===== src/rtl/player_hit_ctl_pkg.sv =====
// Shared game definitions for the player damage path and the sprite draw stages.
//   hit_state_t : player damage FSM state encoding (2 bits)
//   PLAYER_W/H  : default player sprite box size, px
//   MISSILE_W/H : default enemy missile box size, px
//   COORD_W     : screen coordinate width
package player_hit_ctl_pkg;

    typedef enum logic [1:0] {
        ST_ALIVE  = 2'd0,
        ST_INVULN = 2'd1,
        ST_DEAD   = 2'd2
    } hit_state_t;

    localparam int PLAYER_W  = 64;
    localparam int PLAYER_H  = 48;
    localparam int MISSILE_W = 4;
    localparam int MISSILE_H = 12;
    localparam int COORD_W   = 11;

endpackage


===== src/rtl/box_overlap.sv =====
// Combinational rectangle intersect test between box A and box B.
// Edges are extended to 12 bits before adding the sizes so a box near
// x/y = 2047 never wraps around to the left/top of the screen.
// Boxes that only touch (no shared pixel) do not overlap.
//   xa, ya   : box A left/top edge
//   xb, yb   : box B left/top edge
//   overlap  : 1 when the two boxes share at least one pixel
module box_overlap #(
    parameter int A_W = 64,
    parameter int A_H = 48,
    parameter int B_W = 4,
    parameter int B_H = 12
) (
    input  logic [10:0] xa,
    input  logic [10:0] ya,
    input  logic [10:0] xb,
    input  logic [10:0] yb,
    output logic        overlap
);

    logic [11:0] xa_l, ya_t, xb_l, yb_t;
    logic [11:0] xa_r, ya_b, xb_r, yb_b;

    always_comb begin
        xa_l = {1'b0, xa};
        ya_t = {1'b0, ya};
        xb_l = {1'b0, xb};
        yb_t = {1'b0, yb};
        xa_r = xa_l + 12'(A_W);
        ya_b = ya_t + 12'(A_H);
        xb_r = xb_l + 12'(B_W);
        yb_b = yb_t + 12'(B_H);
        overlap = (xb_l < xa_r) && (xa_l < xb_r) &&
                  (yb_t < ya_b) && (ya_t < yb_b);
    end

endmodule


===== src/rtl/player_hit_ctl.sv =====
// Player damage controller. Once per frame (rising edge of vblnk_in) the
// active enemy missile is tested against the player box. A hit costs a life
// and opens an invulnerability window during which the sprite blinks; losing
// the last life latches game_over until restart.
//   pclk            : pixel clock
//   rst             : asynchronous active-low reset
//   vblnk_in        : vertical blank, rising edge = frame tick
//   xpos/ypos_player: player box left/top edge
//   x/ypos_missile_en, on_missile_en : enemy missile box and valid
//   restart         : one-cycle pulse, new game (wins over a same-cycle tick)
//   lives_out       : remaining lives
//   player_on       : player sprite visible this frame
//   hit_out         : one-cycle pulse per registered hit
//   game_over       : set once lives reach 0
//
// state     | meaning
// ----------+-----------------------------------------------------------
// ST_ALIVE  | vulnerable, sprite always drawn
// ST_INVULN | hits ignored for INV_FRAMES ticks, sprite blinks
// ST_DEAD   | no lives left, sprite hidden, waits for restart
module player_hit_ctl #(
    parameter int LIVES        = 3,
    parameter int PLAYER_W     = player_hit_ctl_pkg::PLAYER_W,
    parameter int PLAYER_H     = player_hit_ctl_pkg::PLAYER_H,
    parameter int MISSILE_W    = player_hit_ctl_pkg::MISSILE_W,
    parameter int MISSILE_H    = player_hit_ctl_pkg::MISSILE_H,
    parameter int INV_FRAMES   = 120,
    parameter int BLINK_FRAMES = 8
) (
    input  logic        pclk,
    input  logic        rst,
    input  logic        vblnk_in,
    input  logic [10:0] xpos_player,
    input  logic [10:0] ypos_player,
    input  logic [10:0] xpos_missile_en,
    input  logic [10:0] ypos_missile_en,
    input  logic        on_missile_en,
    input  logic        restart,
    output logic [2:0]  lives_out,
    output logic        player_on,
    output logic        hit_out,
    output logic        game_over
);

    import player_hit_ctl_pkg::*;

    localparam logic [2:0] LIVES_LOAD = 3'(LIVES);
    localparam logic [7:0] INV_LOAD   = 8'(INV_FRAMES);
    localparam logic [7:0] BLINK_LAST = 8'(BLINK_FRAMES - 1);

    hit_state_t state_q, state_d;
    logic [2:0] lives_q, lives_d;
    logic [7:0] inv_cnt_q, inv_cnt_d;
    logic [7:0] blink_cnt_q, blink_cnt_d;
    logic       blink_ph_q, blink_ph_d;
    logic       hit_q, hit_d;
    logic       game_over_q, game_over_d;
    logic       player_on_q, player_on_d;
    logic       vblnk_d;
    logic       tick;
    logic       box_hit;
    logic       hit_now;

    box_overlap #(
        .A_W (PLAYER_W),
        .A_H (PLAYER_H),
        .B_W (MISSILE_W),
        .B_H (MISSILE_H)
    ) u_box_overlap (
        .xa      (xpos_player),
        .ya      (ypos_player),
        .xb      (xpos_missile_en),
        .yb      (ypos_missile_en),
        .overlap (box_hit)
    );

    assign tick    = vblnk_in & ~vblnk_d;
    assign hit_now = on_missile_en & box_hit;

    always_ff @(posedge pclk or negedge rst) begin
        if (!rst) begin
            state_q     <= ST_ALIVE;
            lives_q     <= LIVES_LOAD;
            inv_cnt_q   <= 8'd0;
            blink_cnt_q <= 8'd0;
            blink_ph_q  <= 1'b0;
            hit_q       <= 1'b0;
            game_over_q <= 1'b0;
            player_on_q <= 1'b1;
            vblnk_d     <= 1'b0;
        end else begin
            state_q     <= state_d;
            lives_q     <= lives_d;
            inv_cnt_q   <= inv_cnt_d;
            blink_cnt_q <= blink_cnt_d;
            blink_ph_q  <= blink_ph_d;
            hit_q       <= hit_d;
            game_over_q <= game_over_d;
            player_on_q <= player_on_d;
            vblnk_d     <= vblnk_in;
        end
    end

    always_comb begin
        state_d     = state_q;
        lives_d     = lives_q;
        inv_cnt_d   = inv_cnt_q;
        blink_cnt_d = blink_cnt_q;
        blink_ph_d  = blink_ph_q;
        hit_d       = 1'b0;
        game_over_d = game_over_q;
        player_on_d = player_on_q;

        if (restart) begin
            state_d     = ST_ALIVE;
            lives_d     = LIVES_LOAD;
            inv_cnt_d   = 8'd0;
            blink_cnt_d = 8'd0;
            blink_ph_d  = 1'b0;
            game_over_d = 1'b0;
            player_on_d = 1'b1;
        end else if (tick) begin
            case (state_q)
                ST_ALIVE: begin
                    if (hit_now) begin
                        hit_d = 1'b1;
                        if (lives_q > 3'd1) begin
                            lives_d     = lives_q - 3'd1;
                            inv_cnt_d   = INV_LOAD;
                            blink_cnt_d = 8'd0;
                            blink_ph_d  = 1'b0;
                            player_on_d = 1'b1;
                            state_d     = ST_INVULN;
                        end else begin
                            lives_d     = 3'd0;
                            game_over_d = 1'b1;
                            player_on_d = 1'b0;
                            state_d     = ST_DEAD;
                        end
                    end
                end
                ST_INVULN: begin
                    // inv_cnt is a down-counter; terminal count 1 ends the window.
                    if (inv_cnt_q == 8'd1) begin
                        inv_cnt_d   = 8'd0;
                        blink_cnt_d = 8'd0;
                        blink_ph_d  = 1'b0;
                        player_on_d = 1'b1;
                        state_d     = ST_ALIVE;
                    end else begin
                        inv_cnt_d = inv_cnt_q - 8'd1;
                        if (blink_cnt_q == BLINK_LAST) begin
                            blink_cnt_d = 8'd0;
                            blink_ph_d  = ~blink_ph_q;
                        end else begin
                            blink_cnt_d = blink_cnt_q + 8'd1;
                        end
                        player_on_d = ~blink_ph_d;
                    end
                end
                ST_DEAD: begin
                    player_on_d = 1'b0;
                    game_over_d = 1'b1;
                end
                default: begin
                    state_d = ST_ALIVE;
                end
            endcase
        end
    end

    assign lives_out = lives_q;
    assign player_on = player_on_q;
    assign hit_out   = hit_q;
    assign game_over = game_over_q;

endmodule


===== config.mk =====
export PLATFORM = sky130hd
export DESIGN_NAME = player_hit_ctl
export DESIGN_NICKNAME = d
export VERILOG_FILES = /design/src/rtl/player_hit_ctl_pkg.sv /design/src/rtl/box_overlap.sv /design/src/rtl/player_hit_ctl.sv
export SDC_FILE = /design/constraint.sdc
export NUM_CORES = 1
export LEC_CHECK = 0
export CAP_MARGIN = 0
export CORE_MARGIN = 4
export CORE_UTILIZATION = 54
export CTS_CLUSTER_SIZE = 10
export DETAILED_ROUTE_END_ITERATION = 10
export PLACE_DENSITY = 0.82
export SLEW_MARGIN = 20
export SYNTH_ARGS = -nofsm -noshare
export SYNTH_HDL_FRONTEND = slang
export SYNTH_HIERARCHICAL = 1
export SYNTH_SLANG_ARGS = --single-unit

===== constraint.sdc =====
create_clock -name pclk -period 2.75 [get_ports pclk]
set_clock_uncertainty 0.05 [all_clocks]
set_input_delay 0.55 -clock pclk [delete_from_list [all_inputs] [get_ports pclk]]
set_output_delay 0.55 -clock pclk [all_outputs]
set_load 0.05 [all_outputs]

==> metrics.cfg <==
[worst_setup_path]
max_stage_delay_ps = 300
crit_fanout = 2
critPathRequiredTime_ps = 2830
crit_buf_inv = 5
cp-start-kind = input port
critPathTopFamily = compound AO/OA/AOI/OAI gates
endpoint_kind = flop
cp.arrival_ps = 3620
crit_top_cell = buf_6
slowest_stage = ha_1
path_cells = buf_6 > nand2_2 > a21oi_4 > buf_4 > nand2_2 > xor2_1 > ha_1 > nand4_1 > nor2_1 > o41ai_2 > a211oi_4 > nor4_4 > buf_4 > buf_6 > buf_6 > a21bo_4 > a21oi_2 > nor2_2 > mux2i_1 > o22ai_1
crit_type = in -> reg

[power]
pwr-share-seq = 0.292
clock_power_share = 0.149
p_comb_frac = 0.559
p_int_mw = 0.965
p_sw_frac = 0.424
p_leak_nw = 2.15
irDropWorstVdd_uv = 396
p_per_area_nw_per_um2 = 348
power_mw = 1.68
switching_power_mw = 0.711

[place]
dp_slack_ps = -1430
io_buffers = 54
dpl.hpwl_um = 6520
gp_congestion = 0.930

[timing]
worst_pin_slew_ps = 607
post-route-period-util = 1.29
worst_hold_slack_ps = 482
period_minus_slack_ps = 3540
fmax_mhz = 283
finalSetupTns_ps = -17000
rsz0062_at_grt = yes
setup-violations-final = 25
maxSlewHeadroom = 0.595
hold_viol = 0
timing.final.ws_setup_ps = -789
drv_slew = 0

[clock_network]
clkLatencyLatePin_ps = 270
cts_root_buf = clkbuf_8
htree_levels = 1
hold_buffers = 0
cts_buffers = 3
clkSinkCount = 26
clockBufferDepth = 2
cts_tree = yes
cts.clk_slew.worst_paths_ps = 90

[outcome]
outcome = finished with violations
violations = negative setup slack

[routing]
wire_per_inst_um = 24.6
wirelength_um = 13700
ant_nets = 0
drt_pass1_iterations = 6
vias = 3881
route.detailed.drc = 0
drt-initial-drc-count = 489
viasPerCell = 6.97

[synthesis]
ys_seq_area_frac = 0.223
synth_top_area_frac = 0.222
syn_area_per_cell_um2 = 8.43
synthMostInstantiatedCell = ha_1
netlist_instances = 348
syn_nets = 449
async_flop_share = 1.00
synth_common_cells = ha_1 (52), inv_1 (30), nor2_1 (27)
synth-seq-cells = 26
synth-main-ff-cell = dfrtp_1
yosys_warnings = 6
yosysTopAreaCell = ha_1
synth-edff-count = 0
synth_cell_types = 58
syn_area_um2 = 2940
synthTopCellsByArea = ha_1 (22%), dfrtp_1 (20%), o21ai_0 (4.3%)

[global_route]
grt_max_degree = 27
grt_usage = 0.333
grt_first_pass_wirelength_um = 17400
grt_pass1_vias = 3748
gr-total-overflow = 0
antenna_found_initial = 0

[floorplanning]
die_w_um = 81.7
initial_core_util = 0.567
die_area_um2 = 6680
fp.dieH_um = 81.7
rows = 26
core_area_um2 = 5170
ioPinCount = 55

[flow_run]
cap_violations = 0

[cells_and_area]
area.growth.synth_to_final_pct = 63.9
diodes = 0
layout.nets = 589
drive_gt1_frac = 0.470

[hold_path]
min_path_type = reg -> reg

sequential cells by signal, indices dropped and copies added (netlist names):
name / flops
hit_out: 1
player_on: 1
lives_out: 3
blink_cnt_q: 8
game_over: 1
vblnk_d: 1
inv_cnt_q: 8
blink_ph_q: 1
state_q: 2
through the flow:
stage / instance area [µm²] / cells / util
detailed placement: 4110 / 530 / 0.795
floorplan: 3030 / 348 / -
global route: 4810 / 557 / 0.930
CTS: 4580 / 552 / 0.885
global placement: 4110 / 530 / 0.795
finish: 4810 / 557 / 0.930
worst min-delay path, delay by kind of cell, from the launching register on:
family	cells	cell delay [ps]
flip-flops	1	390
AO/OA/AOI/OAI	1	50
AND/OR/NAND/NOR	1	90
layer usage:
layer / track usage / vias to the layer above / routed length [µm]
met2: 0.603 / 401 / 6230
met3: 0.0647 / 160 / 1550
met1: 0.370 / 1765 / 4690
met4: 0.159 / 0 / 1210
met5: 0 / - / 0
li1: - / 1555 / -
kinds of logic (layout without fill, tap and decap cells):
| group | after synthesis | after routing | share of synthesized area |
|---|---|---|---|
| AOI/OAI and AO/OA | 94 | 95 | 0.220 |
| xor gates and xnor gates | 23 | 23 | 0.0686 |
| adders and majority gates | 52 | 52 | 0.222 |
| buffers and inverters | 36 | 174 | 0.0477 |
| DFF | 26 | 26 | 0.223 |
| muxes | 2 | 2 | 0.00725 |
| and+or+nand+nor | 115 | 115 | 0.212 |
layout by cell type (no fill, tap or decap), types with 5 or more instances in the layout:
cell type,count
dfrtp_1,23
buf_6,18
o21ai_1,7
ha_4,8
nand4_1,6
xnor2_1,7
nor2_2,5
nand2_1,20
inv_1,25
buf_4,75
o21ai_2,15
clkdlybuf4s50_1,16
o21ai_0,5
a21oi_2,12
and3_4,5
buf_2,11
a21oi_1,8
ha_1,40
nor2_1,19
dlygate4sd2_1,12
xor2_1,12
nand2b_1,5
nand3_1,10
timing repair:
item / in CTS / in global routing
setup buffers: 21 / 6
pin swaps: 74 / 47
endpoints found under the setup margin: 25 / 25
cloned: 1 / 0
resized for setup: 194 / 57
power by group through the flow:
stage / clock [mW] / combinational (mW) / sequential [mW]
floorplan: 0 / 0.378 / 0.480
global placement: 0 / 0.636 / 0.476
detailed placement: 0 / 0.660 / 0.479
CTS: 0.255 / 0.754 / 0.474
global route: 0.264 / 0.980 / 0.494
finish: 0.249 / 0.937 / 0.489
worst paths after layout:
kind,from,to,slack [ps],cells past startpoint
worst max-delay path,ypos_missile_en[5],state_q[1],-790,20
worst min-delay path,player_on,player_on,480,2
worst max register to register,inv_cnt_q[1],blink_cnt_q[3],330,8
worst min register to register,player_on,player_on,480,2
max in group asynchronous,rst,player_on,1710,2
min in group asynchronous,rst,hit_out,630,2
final cells by class:
| cell class | count | area, µm² |
|---|---|---|
| Multi-Input combinational cell | 287 | 2720 |
| Clock buffer | 4 | 55.1 |
| Sequential cell | 26 | 654 |
| Fill cell | 173 | 363 |
| Tap cell | 70 | 87.6 |
| Timing Repair Buffer | 140 | 1180 |
| Inverter | 30 | 115 |
No activity file was read; power rests on OpenSTA's default activity.
